===== src/rtl/cpu_pkg.sv =====
// Shared definitions for the 10-bit CPU: instruction field layout, key opcodes
// and the fetch sequencer state encoding.
package cpu_pkg;

  localparam int INSTR_W  = 10;
  localparam int OPC_MSB  = 9;
  localparam int OPC_LSB  = 6;
  localparam int OPC_W    = OPC_MSB - OPC_LSB + 1;
  localparam int JTGT_MSB = 5;
  localparam int JTGT_LSB = 0;
  localparam int BOFF_MSB = 3;
  localparam int BOFF_LSB = 0;
  localparam int BOFF_W   = BOFF_MSB - BOFF_LSB + 1;

  localparam logic [OPC_W-1:0] OPC_NOP  = 4'b0000;
  localparam logic [OPC_W-1:0] OPC_HALT = 4'b1100;

  typedef enum logic [1:0] {
    ST_IDLE   = 2'd0,
    ST_FETCH  = 2'd1,
    ST_ISSUE  = 2'd2,
    ST_HALTED = 2'd3
  } seq_state_t;

endpackage


===== src/rtl/next_pc_calc.sv =====
// Combinational next-PC selection for an issuing instruction: jump target,
// PC-relative branch or fall-through, all modulo 2^PC_W.
module next_pc_calc
  import cpu_pkg::*;
#(
  parameter int PC_W = 10
) (
  input  logic [PC_W-1:0]    pc,
  input  logic [INSTR_W-1:0] instr,
  input  logic               jump,
  input  logic               beq,
  input  logic               bne,
  input  logic               zero,
  output logic [PC_W-1:0]    next_pc,
  output logic               taken
);

  logic [PC_W-1:0] seq_pc;
  logic [PC_W-1:0] boff_ext;
  logic            branch_taken;
  logic            unused_opc;

  // Opcode bits are decoded by Control; only the target/offset fields matter here.
  assign unused_opc = ^instr[OPC_MSB:OPC_LSB];

  assign seq_pc       = pc + PC_W'(1);
  assign boff_ext     = {{(PC_W-BOFF_W){instr[BOFF_MSB]}}, instr[BOFF_MSB:BOFF_LSB]};
  assign branch_taken = (beq & zero) | (bne & ~zero);
  assign taken        = jump | branch_taken;

  always_comb begin
    // NOTE: next_pc gets a default before the priority chain so no latch is inferred.
    next_pc = seq_pc;
    if (jump) begin
      next_pc = PC_W'(instr[JTGT_MSB:JTGT_LSB]);
    end else if (branch_taken) begin
      next_pc = seq_pc + boff_ext;
    end
  end

endmodule


===== src/rtl/fetch_sequencer.sv =====
// Instruction fetch/issue sequencer: fetches from instruction memory, presents
// OPCODE to Control and resolves the next PC from Control's redirect outputs.
module fetch_sequencer
  import cpu_pkg::*;
#(
  parameter int              PC_W     = 10,
  parameter logic [PC_W-1:0] RESET_PC = '0
) (
  input  logic               CLK,
  input  logic               RST_N,
  output logic [PC_W-1:0]    IMEM_ADDR,
  output logic               IMEM_REQ,
  input  logic [INSTR_W-1:0] IMEM_DATA,
  input  logic               IMEM_VALID,
  input  logic               STALL,
  input  logic               JUMP,
  input  logic               BEQ,
  input  logic               BNE,
  input  logic               HALT,
  input  logic               ZERO,
  input  logic               RESUME,
  output logic [OPC_W-1:0]   OPCODE,
  output logic [INSTR_W-1:0] INSTR,
  output logic               ISSUE,
  output logic [PC_W-1:0]    PC,
  output logic               HALTED
);

  seq_state_t         state;
  logic [PC_W-1:0]    pc_q;
  logic [INSTR_W-1:0] instr_q;
  logic [OPC_W-1:0]   opcode_q;
  logic               issue_q;
  logic               halted_q;
  logic               req_q;

  logic [PC_W-1:0]    pc_seq;
  logic [PC_W-1:0]    calc_pc;
  logic               calc_taken;

  assign pc_seq = pc_q + PC_W'(1);

  next_pc_calc #(.PC_W(PC_W)) u_next_pc (
    .pc      (pc_q),
    .instr   (instr_q),
    .jump    (JUMP),
    .beq     (BEQ),
    .bne     (BNE),
    .zero    (ZERO),
    .next_pc (calc_pc),
    .taken   (calc_taken)
  );

  // Outputs are registered alongside the state so nothing downstream sees a
  // combinational path from STALL, IMEM_VALID or the Control inputs.
  always_ff @(posedge CLK or negedge RST_N) begin
    if (!RST_N) begin
      state    <= ST_IDLE;
      pc_q     <= RESET_PC;
      instr_q  <= '0;
      opcode_q <= OPC_NOP;
      issue_q  <= 1'b0;
      halted_q <= 1'b0;
      req_q    <= 1'b0;
    end else begin
      // NOTE: non-blocking assignments keep every register update in this block order-independent.
      case (state)
        ST_IDLE: begin
          state <= ST_FETCH;
          req_q <= 1'b1;
        end
        ST_FETCH: begin
          if (IMEM_VALID) begin
            instr_q  <= IMEM_DATA;
            opcode_q <= IMEM_DATA[OPC_MSB:OPC_LSB];
            issue_q  <= 1'b1;
            req_q    <= 1'b0;
            state    <= ST_ISSUE;
          end
        end
        ST_ISSUE: begin
          if (!STALL) begin
            issue_q  <= 1'b0;
            opcode_q <= OPC_NOP;
            if (HALT) begin
              pc_q     <= pc_seq;
              halted_q <= 1'b1;
              state    <= ST_HALTED;
            end else begin
              pc_q  <= calc_taken ? calc_pc : pc_seq;
              req_q <= 1'b1;
              state <= ST_FETCH;
            end
          end
        end
        ST_HALTED: begin
          if (RESUME) begin
            halted_q <= 1'b0;
            req_q    <= 1'b1;
            state    <= ST_FETCH;
          end
        end
      endcase
    end
  end

  assign IMEM_ADDR = pc_q;
  assign PC        = pc_q;
  assign IMEM_REQ  = req_q;
  assign OPCODE    = opcode_q;
  assign INSTR     = instr_q;
  assign ISSUE     = issue_q;
  assign HALTED    = halted_q;

endmodule


===== config.mk =====
export PLATFORM = sky130hd
export DESIGN_NAME = fetch_sequencer
export DESIGN_NICKNAME = d
export VERILOG_FILES = /design/src/rtl/cpu_pkg.sv /design/src/rtl/next_pc_calc.sv /design/src/rtl/fetch_sequencer.sv
export SDC_FILE = /design/constraint.sdc
export NUM_CORES = 1
export LEC_CHECK = 0
export CORE_UTILIZATION = 50
export CTS_CLUSTER_SIZE = 24
export DETAILED_ROUTE_END_ITERATION = 7
export PLACE_DENSITY = 0.79
export SLEW_MARGIN = 20
export SYNTH_ARGS = -nofsm -noshare
export SYNTH_HDL_FRONTEND = slang
export SYNTH_HIERARCHICAL = 1
export SYNTH_SLANG_ARGS = --single-unit

===== constraint.sdc =====
create_clock -name CLK -period 5.4 [get_ports CLK]
set_clock_uncertainty 0.15 [all_clocks]
set_input_delay 1.62 -clock CLK [delete_from_list [all_inputs] [get_ports CLK]]
set_output_delay 1.62 -clock CLK [all_outputs]
set_load 0.02 [all_outputs]

### Word-level counts from Yosys, hierarchy flattened

Index checks and enable logic that the tools add are counted.

| operators by class | value |
|---|---|
| add/sub/neg operators | 2 |
| equality and inequality tests | 8 |
| mux-type cells | 24 |
| bitwise logic cells | 6 |
| reduce and logical (&&, ||, !) cells | 9 |

Operators by type and width:

| cell | number |
|---|---|
| 2-to-1 mux 10 bit | 4 |
| adder 10 x 1 -> 10 bit (second input constant) | 1 |
| adder 10 bit | 1 |
| != test 2 bit (second input constant) | 5 |
| 2-to-1 mux 1 bit | 9 |
| 2-to-1 mux 2 bit | 4 |
| 2-to-1 mux 4 bit | 2 |
| one-hot mux 2 bit (4 select lines) | 1 |
| one-hot mux 4 bit (2 select lines) | 1 |
| AND reduction 4 bit | 2 |
| AND reduction 3 bit | 2 |
| equality test 2 bit (second input constant) | 2 |
| one-hot mux 1 bit (2 select lines) | 2 |
| one-hot mux 1 bit (4 select lines) | 1 |
| AND reduction 2 bit | 2 |
| nonzero test 2 bit | 2 |
| bitwise AND 1 bit | 2 |
| equality test 2 x 1 -> 1 bit (second input constant) | 1 |
| logical NOT 2 bit | 1 |
| NOT 1 bit | 2 |
| bitwise OR 1 bit | 2 |

| word-level totals | value |
|---|---|
| register bits | 29 |
| bits of input ports | 20 |
| output and inout port bits | 37 |
| word-level logic and storage cells | 56 |

### Longest topological paths before layout

Gate-level depths: netlist of the first run.

| depth | value |
|---|---|
| depth after elaboration | 7 |
| gate-level depth with buffers | 13 |

### Cells and area by module

Netlist of the first run, hierarchy kept.

By module, submodules not included:

| module | instances | cells an instance | area an instance (µm²) | seq. area each (µm²) |
|---|---|---|---|---|
| fetch_sequencer | 1 | 172 | 1547.7 | 725.7 |
| next_pc_calc | 1 | 107 | 725.7 | 0.0 |

### Worst setup path before layout of the first run

OpenSTA, ideal clock, no wires.

| timing | value |
|---|---|
| kind | in2reg |
| start point | input port ZERO |
| end point | register pc_q[8], in the netlist IMEM_ADDR[8] |
| library setup time | 0.127 ns |
| arrival | 2.841 ns |
| required time | 5.123 ns |
| slack | 2.282 ns |
| cell stages on the path | 6 |
| cell sequence | mux2i_1 -> nand2b_1 -> nand2b_2 -> buf_4 -> nor2_1 -> a221o_2 |

| on the way | value |
|---|---|
| elaborated cells on any way between the ends | 9 |
| classes of those cells | 4 x mux; 5 x bitwise |

RTL lines:

| element | RTL line | text |
|---|---|---|
| from (decl) | fetch_sequencer.sv:20 | `input logic ZERO,` |
| NOT 1 bit | next_pc_calc.sv:28 | `assign branch_taken = (beq & zero) \| (bne & ~zero);` |
| bitwise AND 1 bit | next_pc_calc.sv:28 |  |
| bitwise OR 1 bit * | next_pc_calc.sv:28 |  |
| bitwise OR 1 bit * | next_pc_calc.sv:29 | `assign taken = jump \| branch_taken;` |
| named net calc_taken | fetch_sequencer.sv:39 | `logic calc_taken;` |
| 2-to-1 mux 10 bit * | fetch_sequencer.sv:90 | `pc_q <= calc_taken ? calc_pc : pc_seq;` |
| 2-to-1 mux 10 bit * | fetch_sequencer.sv:85 | `if (HALT) begin` |
| to (signal assigned) | fetch_sequencer.sv:86 | `pc_q <= pc_seq;` |
| to (signal assigned) | fetch_sequencer.sv:90 |  |
| to (decl) | fetch_sequencer.sv:30 | `logic [PC_W-1:0] pc_q;` |

The timed path passes the listed nets; every way through them passes the cells marked *.
A chain may end at the register's enable or synchronous reset.

### Final worst setup path of the first run

Same ends and word-level chain as after synthesis.

==> run metrics, run 1 <==
Fin. Hold Viols 0; Power Total 1840 uW; hold depth 2; cts hold-fix bufs 0; routed vias 2,142; Die H 69.4 microns; Critical Path Start Type input pin; Yosys Warn Count 6; HP Class register to register; drt pass-1 iters 4; Avg Cell Area, Syn 8.15 sq um; largest net degree at the start of global routing 30; Root Driver clkbuf_8; layout cells sized above 1 0.0615; Layout Utilization 0.664; initial core utilization 0.522; CP Class input pin to register; CTS clk-pin slew, worst paths 0.07 ns; Yosys cell types 49; Max-Cap Viols 0; power density cells 635 nW/um^2; total grt overflow 0; CTS max path bufs 2; antenna violations before repair 0; port bufs 56; Clock Sinks 29; Rel. slew slack 0.528; Tcrit/Tclk final 0.687; static leakage 0.00126 uW; First DRT Iteration DRCs 154; required time of the critical path 5.47 ns; fraction of registers with async set/reset 1.00; Fill cells 360; unrepaired setup endpoints after global routing no; ys flop type dfrtp_1; vias in the first global route 2,044; FP Rows 24; post_cts resized 0; Syn Nets 314; CTS tree done; core box area 4350 sq um; H-tree depth 2; Routed wire per std cell 14.3 microns; flops & latches, synth 29; global-route wire length before repair 9.53 mm; clk_lat worst skew 0.27 ns; IO Pins 57; dpl hpwl 4.02 mm; number of synthesized flops with an enable pin 0; Reg2Reg Depth 12; min cycle time layout 3.71 ns; Yosys top cell by area dfrtp_1; final-report max-slew violation count 0; TNS Setup 0 ns; Die Width 69.4 microns; Final Setup Violations 0; CP Max Fanout 22; Routed WL 5.38 mm; number of buffers created by CTS 5; Synth top area share 0.319; nets 359; DRC violations left 0; mapped cell area 2270 sq um; FMAX 270 MHz; # diodes 0; vias per cell 5.68; Area growth syn-to-layout 27.2%; VDD IR max 0.353 mV; Seq/Total Area, Yosys 0.319; status completed; ANT nets after route 0; top post-synthesis cells by area dfrtp_1 (32%), nand2_1 (9.4%), ha_1 (7.7%), a21oi_1 (5.1%), o21ai_0 (4.4%); Total GRT Usage 0.242; setup bufs post-CTS 0; die area 4820 sq um; Slew @ Worst Pin 0.688 ns; Mapped Cells 279; gp weighted congestion 0.845; Crit. End Element register; crit path DAT 3.78 ns
==> synth_stat cells (all sizes together) (7+ instances only) <==
library cell	count
nor2	20
xor2	7
o21ai	20
nand2	58
dfrtp	29
ha	14
buf	15
inv	7
a21oi	24
nand3	10
==> metal layers <==
metal,GRT usage,routed length [microns],vias to the layer above
li1,-,-,1074
met1,0.312,2390,994
met2,0.428,2670,72
met3,0.0480,301,2
met4,0.0295,6,0
met5,0,0,-
==> cell families after synthesis <==
family,after synthesis,share of synthesized area
AO/OA/AOI/OAI,72,0.199
AND/OR/NAND/NOR,117,0.244
multiplexers,7,0.0330
adder cells (fa/ha/maj),15,0.0859
XOR/XNOR,13,0.0501
flip-flops,29,0.319
buffers and inverters,26,0.0688
==> sequential cells by signal (all words and copies together), names as in the netlist <==
signal and cells:
state 2, ISSUE 1, IMEM_REQ 1, IMEM_ADDR 10, HALTED 1, INSTR 10
OPCODE 4
==> area by class of cell <==
| cell class | instances | area [sq um] | share of cell area |
|---|---|---|---|
| well taps | 52 | 65.1 | 0.0225 |
| multi-input cells | 224 | 1390 | 0.481 |
| clock inverters | 1 | 30.0 | 0.0104 |
| repair buffers | 57 | 568 | 0.196 |
| inverters | 7 | 26.3 | 0.00908 |
| clock buffers | 7 | 86.3 | 0.0298 |
| flip-flops and latches | 29 | 726 | 0.251 |
==> per-stage QoR <==
| stage | instance area (sq um) | hold slack, ns | cells | setup WS [ns] |
|---|---|---|---|---|
| floorplan | 2270 | 0.356 | 279 | 2.28 |
| global placement | 2780 | 0.315 | 369 | 1.46 |
| detailed placement | 2780 | 0.317 | 369 | 1.40 |
| CTS | 2890 | 0.340 | 377 | 1.69 |
| global route | 2890 | 0.377 | 377 | 1.41 |
| finish | 2890 | 0.339 | 377 | 1.69 |
==> power by group <==
part,internal (uW),switching (uW),leakage (uW)
sequential,311,149,0.000347
combinational,536,608,0.000855
clock,150,81.4,0.0000585
total,998,839,0.00126
==> layout by cell type, fill, tap and decap left out, types with 4 or more instances in the layout <==
cell type	count
xor2_1	7
nand2_1	57
nor2_1	20
mux2_2	4
xnor2_1	6
inv_1	7
o22ai_1	4
nand4_1	6
nand2b_1	5
ha_1	14
nand3_1	10
a21oi_1	23
clkdlybuf4s50_1	56
o21ai_0	20
dfrtp_1	29
a22oi_1	6
clkbuf_8	6
==> final timing paths <==
path / startpoint / end / slack, ns
worst max-delay path: ZERO / IMEM_ADDR[8] / 1.69
worst min-delay path: INSTR[6] / INSTR[6] / 0.34
worst max register to register: IMEM_ADDR[0] / IMEM_ADDR[9] / 2.19
worst min register to register: INSTR[6] / INSTR[6] / 0.34
max in group asynchronous: RST_N / INSTR[9] / 3.22
min in group asynchronous: RST_N / IMEM_ADDR[8] / 1.58
==> worst max-delay path, stage by stage <==
cell and delay (ns):
clkdlybuf4s50_1 0.50, mux2i_1 0.61, nand2b_1 0.14, nand2b_2 0.36, nand2_4 0.09, o41ai_1 0.31, a221o_2 0.15
Note: power is estimated with default switching activity, not from simulation.
==> inputs of run 2 (changes only) <==
CORE_UTILIZATION = 45   (was 50)
PLACE_DENSITY = 0.75   (was 0.79)
clock period = 3.4 ns   (was 5.4 ns; I/O delays follow)
==> run 2 against run 1 <==
Sequential power increased by 50%. Clock power increased by 24%. Largest cell class unchanged. Critical endpoint is now IMEM_ADDR[9]. Core utilization down 5.2 points.
==> run metrics, run 2 (synthesized netlist as in run 1, its figures left out) <==
CTS clk-pin slew, worst paths 0.08 ns; Hold EP INSTR[6]; CP bufs+invs 0; Layout Utilization 0.612; First DRT Iteration DRCs 210; Slew @ Worst Pin 0.533 ns; nets 365; FF-to-FF End IMEM_ADDR[9]; FP Rows 25; Reg2Reg Depth 12; CP max stage delay 0.49 ns; Routed wire per std cell 14.4 microns; cell mode on critical path ha_1; kind of cell adding the most delay to the critical path compound AO/OA/AOI/OAI gates; CP Class register to register; reg2reg setup slack 0.31 ns; total grt overflow 0; antenna violations before repair 0; global-route wire length before repair 9.72 mm; ANT nets after route 0; commonest non-fill, non-tap cell in the layout nand2_1; Crit. End Element register; DRC violations left 0; crit path DAT 3.08 ns; required time of the critical path 3.39 ns; Max-Cap Viols 0; power density cells 981 nW/um^2; most frequent cells in the layout nand2_1 (57), clkdlybuf4s50_1 (56), dfrtp_1 (27); IO Pins 57; die area 5340 sq um; Die H 73.1 microns; critical hold path startpoint INSTR[6]; static leakage 0.00127 uW; vias per cell 5.58; Worst path slowest cell dfrtp_2; number of buffers created by CTS 5; Final Setup Violations 0; TNS Setup 0 ns; final-report max-slew violation count 0; CTS max path bufs 2; clk_lat worst skew 0.29 ns; Power Total 2870 uW; vias in the first global route 2,117; H-tree depth 2; port bufs 56; Root Driver clkbuf_8; cell area after placement 2840 sq um; Routed WL 5.71 mm; Die Width 73.1 microns; initial core utilization 0.475; FMAX 324 MHz; largest net degree at the start of global routing 30; Clock Sinks 29; unrepaired setup endpoints after global routing no; worst setup path start IMEM_ADDR[0]; Rel. slew slack 0.645; dpl hpwl 4.20 mm; hold depth 2; Area growth syn-to-layout 28.8%; Tcrit/Tclk final 0.908; Total GRT Usage 0.237; layout cells sized above 1 0.0876; crit path cell chain ha_1, nand2_1, nor2_1, xnor2_1, ha_1, a21oi_1, o21ai_0, or3_1, a31oi_1, nor3b_2, a22oi_1, o311ai_0; setup bufs post-CTS 0; VDD IR max 0.511 mV; cts hold-fix bufs 0; min cycle time layout 3.09 ns; drt pass-1 iters 4; worst r2r src IMEM_ADDR[0]; Critical Path Start Type register; CTS tree done; CP Max Fanout 11; routed vias 2,222; status completed; HP Class register to register; # diodes 0; Fin. Hold Viols 0; gp weighted congestion 0.885; Final Cell Area 2930 sq um; core box area 4790 sq um
[run 2: cell count changes in the layout (fill, tap and decap cells not counted), sizes merged]
cell	change
buf	+6
clkbuf	-2
clkinv	+2
bufinv	-1
clkinvlp	+1
[run 2: worst min-delay path: stages, from the launching register on]
cell and delay [ns]:
dfrtp_1 0.35, nand2_1 0.05, nand2_1 0.05
[run 2: repair_timing]
item                                    in CTS  in global routing
endpoints found under the setup margin       0                  1
gates resized for setup                      0                  2
hold endpoints to repair                     0                  0
[run 2: final cells by class]
class	instances	area, sq um
fill	435	1860
multi-input combinational	224	1390
sequential	29	728
timing repair buffer	63	613
tap	67	83.8
clock buffer	5	68.8
inverter	7	26.3
clock inverter	3	17.5
[run 2: stage by stage]
step	std cells	setup WS, ns	hold slack, ns
6_report	398	0.312	0.333
5_1_grt	398	0.0456	0.371
4_1_cts	398	0.203	0.339
3_5_place_dp	390	0.241	0.312
3_3_place_gp	390	0.249	0.317
2_1_floorplan	279	0.385	0.356
[run 2: worst max-delay path by stage]
| stage | endpoint | slack (ns) | cells after the start |
|---|---|---|---|
| 2_1_floorplan | IMEM_ADDR[9] | 0.39 | 13 |
| 6_report | IMEM_ADDR[9] | 0.31 | 12 |
| 4_1_cts | IMEM_ADDR[9] | 0.20 | 12 |
| 3_5_place_dp | IMEM_ADDR[9] | 0.24 | 12 |
| 3_3_place_gp | IMEM_ADDR[9] | 0.25 | 12 |
| 5_1_grt | IMEM_ADDR[9] | 0.05 | 12 |
[run 2: power breakdown]
group / internal [uW] / switching, uW / total (uW)
logic: 878 / 1020 / 1900
registers: 497 / 192 / 689
clock network: 141 / 147 / 288
total: 1520 / 1360 / 2870
[run 2: metal layers]
| metal | global-route usage | share of wire | wire length, microns |
|---|---|---|---|
| met2 | 0.395 | 0.49 | 2780 |
| met1 | 0.304 | 0.43 | 2480 |
| met5 | 0 | 0 | 0 |
| met3 | 0.0470 | 0.054 | 307 |
| met4 | 0.0871 | 0.026 | 148 |
==> inputs of run 3 (changes only) <==
CTS_CLUSTER_SIZE = default   (was 24)
==> results of run 3 <==
The final DEF is identical to that of run 2; final timing and power are the same.
